$ cat config.mk
export PLATFORM = sky130hd
export DESIGN_NAME = cia_serial
export DESIGN_NICKNAME = d
export VERILOG_FILES = /design/src/rtl/cia_serial.sv
export SDC_FILE = /design/constraint.sdc
export NUM_CORES = 1
export LEC_CHECK = 0
export ABC_CLOCK_PERIOD_IN_PS = 2670
export CORE_MARGIN = 5
export CORE_UTILIZATION = 49
export DETAILED_ROUTE_END_ITERATION = 12
export PLACE_DENSITY = 0.77
export SETUP_SLACK_MARGIN = 0.2
export SYNTH_ARGS = -nofsm -noshare
export SYNTH_HDL_FRONTEND = slang
export SYNTH_SLANG_ARGS = --single-unit
export TNS_END_PERCENT = 30
$ cat constraint.sdc
create_clock -name clk -period 2.67 [get_ports clk]
set_input_delay 0.4005 -clock clk [delete_from_list [all_inputs] [get_ports clk]]
set_output_delay 0.4005 -clock clk [all_outputs]
set_load 0.05 [all_outputs]
$ cat src/rtl/cia_serial.sv
// CIA serial data port: SDR register, 8-bit shift register and CNT/SP pin logic.
// Build option CIA_SP_SYNC_EN adds a two-flop synchronizer on the CNT and SP pins.
module cia_serial (
  input  logic       clk,
  input  logic       res,
  input  logic       phi2_dn,
  input  logic       rd,
  input  logic       we,
  input  logic [3:0] addr,
  input  logic [7:0] data,
  input  logic       spmode,
  input  logic       ta_underflow,
  input  logic       cnt_in,
  input  logic       sp_in,
  output logic [7:0] regs,
  output logic       cnt_out,
  output logic       sp_out,
  output logic       sp_int
);

  // state | meaning
  // IDLE  | output mode waiting for a pending SDR byte (also parked here in input mode)
  // SHIFT | output mode clocking a byte out on timer A underflows
  typedef enum logic {IDLE, SHIFT} state_t;

  state_t     state;
  logic [7:0] sdr;
  logic [7:0] shift;
  logic [2:0] bitcnt;
  logic       pending;
  logic       cnt_prev;
  logic       mode_prev;
  logic       cnt_s;
  logic       sp_s;
  logic       wr_sdr;
  logic       cnt_rise;
  logic       mode_chg;
  logic       last_bit;
  logic [7:0] shift_in;
  logic       rd_unused;

  assign regs      = sdr;
  assign wr_sdr    = we && (addr == 4'hC) && phi2_dn;
  assign cnt_rise  = cnt_s && !cnt_prev;
  assign mode_chg  = spmode != mode_prev;
  assign last_bit  = bitcnt == 3'd7;
  assign shift_in  = {shift[6:0], sp_s};
  assign rd_unused = rd;

`ifdef CIA_SP_SYNC_EN
  logic [1:0] cnt_sync;
  logic [1:0] sp_sync;

  always_ff @(posedge clk) begin
    if (res) begin
      cnt_sync <= 2'b11;
      sp_sync  <= 2'b11;
    end else begin
      cnt_sync <= {cnt_sync[0], cnt_in};
      sp_sync  <= {sp_sync[0], sp_in};
    end
  end

  assign cnt_s = cnt_sync[1];
  assign sp_s  = sp_sync[1];
`else
  assign cnt_s = cnt_in;
  assign sp_s  = sp_in;
`endif

  always_ff @(posedge clk) begin
    if (res) begin
      state     <= IDLE;
      sdr       <= 8'h00;
      shift     <= 8'h00;
      bitcnt    <= 3'd0;
      pending   <= 1'b0;
      cnt_out   <= 1'b1;
      sp_out    <= 1'b1;
      sp_int    <= 1'b0;
      cnt_prev  <= 1'b1;
      mode_prev <= 1'b0;  // CRA resets to input mode
    end else if (phi2_dn) begin
      mode_prev <= spmode;
      cnt_prev  <= cnt_s;
      sp_int    <= 1'b0;
      if (mode_chg) begin
        state    <= IDLE;
        bitcnt   <= 3'd0;
        pending  <= 1'b0;
        cnt_out  <= 1'b1;
        cnt_prev <= 1'b1;
        if (!spmode) sp_out <= 1'b1;
        if (wr_sdr) sdr <= data;
      end else if (spmode) begin
        if (wr_sdr) begin
          sdr     <= data;
          pending <= 1'b1;
        end
        case (state)
          IDLE: begin
            if (pending) begin
              shift  <= sdr;
              sp_out <= sdr[7];
              bitcnt <= 3'd0;
              state  <= SHIFT;
              if (!wr_sdr) pending <= 1'b0;
            end
          end
          SHIFT: begin
            if (ta_underflow) begin
              cnt_out <= !cnt_out;
              if (cnt_out) begin
                sp_out <= shift[7];
              end else begin
                shift  <= shift << 1;
                bitcnt <= bitcnt + 3'd1;
                if (last_bit) begin
                  sp_int <= 1'b1;
                  // a byte already queued follows without an idle CNT period
                  if (pending) begin
                    shift  <= sdr;
                    sp_out <= sdr[7];
                    if (!wr_sdr) pending <= 1'b0;
                  end else begin
                    state <= IDLE;
                  end
                end
              end
            end
          end
          default: state <= IDLE;
        endcase
      end else begin
        cnt_out <= 1'b1;
        sp_out  <= 1'b1;
        if (wr_sdr) sdr <= data;
        if (cnt_rise) begin
          shift  <= shift_in;
          bitcnt <= bitcnt + 3'd1;
          if (last_bit) begin
            sdr    <= shift_in;
            sp_int <= 1'b1;
          end
        end
      end
    end
  end

endmodule
==> results.ini <==
[floorplanning]
rows=19
start_util=0.5048
coreArea_um2=2734
die_w_um=63.07
io_pins=32
die-area_um2=3978
die_h_um=63.07

[placed_design]
place.detailed.hpwl_um=2547
dpl_cell_area_um2=1714
port_buffers=30
gp_congestion=0.9007

[clock_network]
cts_resized=0
holdBufCountCts=0
clk_pin_slew_ns=0.14
cts.htree.levels=1
postCtsSetupBuffers=0
cts-root-buf=clkbuf_4
cts_sinks=26
cts_tree=built
clock_path_buffers=2
cts_buffers=3
insertion_delay_ns=0.33

[global_route]
antenna_found_initial=0
globalRouteOverflowTotal=0
globalRouteTotalUtil=0.1833
grt_pass1_vias=1321
grt_pass1_wl_um=6030
grt_max_degree=21

[logic_synthesis]
synth_warnings=0
ys_ff_latch=26
synth_edf_count=0
synth_cell_types=34
syn_avg_cell_area_um2=9.020
async_flop_share=0
ys.flop_type=dfxtp_1
synth-seq-area-share=0.3772
synth_fp_nets=178
synth_area_um2=1380
synth_cells=153

[sta]
tightest_slew_ns=0.5137
period_share=0.8589
skew_ns=0.01138
grt_setup_unrepaired=no
final_max_slew_viol_count=0
final-hold-violation-count=0
fin_crit_ns=2.293
slew_headroom=0.6565
tns_ns=0
setup_viol=0
max_freq_mhz=436.1

[detailed_routing]
wl_um=3438
viasPerCell=6.005
ant_nets=0
firstDrtPassIters=4
drtIter0Drc=59
vias=1291
drcViolationCount=0
wire_per_inst_um=15.99

[setup_path]
end_kind=flip-flop
start_kind=input port
worstPathRequired_ns=2.91
crit_chain=clkdlybuf4s50_1, inv_1, ha_1, or3b_4, or2_1, mux2i_1, a311oi_1
slowest_stage=clkdlybuf4s50_1
cp.arrival_ns=2.53
worst-path-max-fanout=10
crit_type=input port to flip-flop
critical_path.max_stage_delay_ns=0.48

[pwr]
power_switching_mw=0.1880
swShare=0.2359
pwr-share-clk=0.341
ir_drop_mv=0.4024
power_density_nw_per_um2=451.2
combPwrFrac=0.151
leakage_nw=0.6965
internal_power_mw=0.6091
p_seq_frac=0.507

[outcome]
status=finished, final reports clean

[flow_run]
max_cap_viol_count=0

[final_layout]
design_area_um2=1767
diodes=0
syn_to_final_growth_pct=28.01
drive_above_1_share=0.09239
fin_nets=210

[hold_path]
hold_path_class=flip-flop to flip-flop

==> synth_stat cells (2+ instances only) <==
cell / instances / area, µm²
a22o_1: 2 / 17.52
clkbuf_1: 4 / 15.01
nand2_1: 5 / 18.77
buf_2: 2 / 10.01
a211oi_1: 8 / 60.06
nand3_1: 3 / 15.01
mux2i_1: 14 / 140.1
nor3_1: 17 / 85.08
o21ai_0: 4 / 20.02
ha_1: 4 / 50.05
buf_6: 2 / 22.52
inv_1: 7 / 26.28
nor2_1: 7 / 26.28
dfxtp_1: 26 / 520.5
a21oi_1: 13 / 65.06
mux2_2: 2 / 22.52
a31oi_1: 2 / 12.51
clkbuf_2: 2 / 10.01
a311oi_1: 6 / 52.55
nor4_1: 4 / 25.02
nand2b_1: 6 / 37.54
==> area by class of cell <==
type / count / area [µm²]
timing repair buffer: 37 / 352.8
fill: 251 / 967.2
sequential: 26 / 520.5
inverter: 7 / 26.28
tap: 31 / 38.79
clock buffer: 3 / 22.52
clock inverter: 1 / 30.03
multi-input combinational: 110 / 775.7
==> flip-flops by register name, indices dropped and copies added, names as in the netlist <==
register and count:
regs 8, shift 8, bitcnt 3, cnt_out 1
cnt_prev 1, mode_prev 1, pending 1, sp_int 1
sp_out 1, state 1
==> final timing paths <==
check                 start        end  slack [ns]  depth (start not counted)
setup / recovery     spmode    regs[2]        0.38                          7
hold / removal    bitcnt[1]  bitcnt[1]        0.51                          1
setup reg to reg  bitcnt[0]    regs[2]        0.54                          6
hold reg to reg   bitcnt[1]  bitcnt[1]        0.51                          1
==> per-stage QoR <==
step	hold slack [ns]	power, mW	setup WS (ns)	utilization	cells
3_5_place_dp	0.4780	0.5318	0.03460	0.6270	211
3_3_place_gp	0.4671	0.5293	0.07482	0.6270	211
4_1_cts	0.5165	0.8061	0.3804	0.6462	215
2_1_floorplan	0.4536	0.4774	0.5518	-	153
5_1_grt	0.5250	0.8347	0.2716	0.6462	215
6_report	0.5100	0.7971	0.3767	0.6462	215
==> cell usage in the layout (no fill, tap or decap), drive strengths merged, types with 2 or more instances in the layout <==
cell type      Yosys  final
a211oi             8      8
a21oi             13     13
a22o               2      2
a311oi             7      7
a31oi              2      2
buf                4      7
clkbuf             6      3
clkdlybuf4s50      0     30
dfxtp             26     26
ha                 4      4
inv                7      7
mux2               2      2
mux2i             14     14
nand2              5      5
nand2b             6      6
nand3              3      3
nor2               7      7
nor3              18     18
nor4               4      4
o21ai              4      4
==> logic make-up after synthesis <==
group	count (synthesis)	synth area share
AOI/OAI and AO/OA	42	0.2167
adders and majority gates	4	0.03627
buffers and inverters	17	0.06074
DFF	26	0.3772
muxes	16	0.1179
and+or+nand+nor	48	0.1913
==> layer usage <==
metal,vias to the layer above,GRT usage,routed length [µm]
met5,-,0,0
met4,0,0.06101,52
met3,7,0.04973,196
met2,37,0.3077,1643
met1,607,0.2247,1546
li1,640,-,-
==> critical path, delay by kind of cell <==
kind / cells / cell delay (ns)
buffers and inverters: 2 / 0.54
adders and majority gates: 1 / 0.31
and+or+nand+nor: 2 / 0.82
muxes: 1 / 0.19
AOI/OAI and AO/OA: 1 / 0.28
==> power groups by stage <==
stage | Clock, mW | Sequential, mW | Combinational, mW
final | 0.272 | 0.404 | 0.121
after CTS | 0.281 | 0.404 | 0.120
after floorplan | 0 | 0.419 | 0.0588
after detailed placement | 0 | 0.412 | 0.119
after global routing | 0.297 | 0.406 | 0.132
after global placement | 0 | 0.412 | 0.117
No activity file was read; power rests on OpenSTA's default activity.
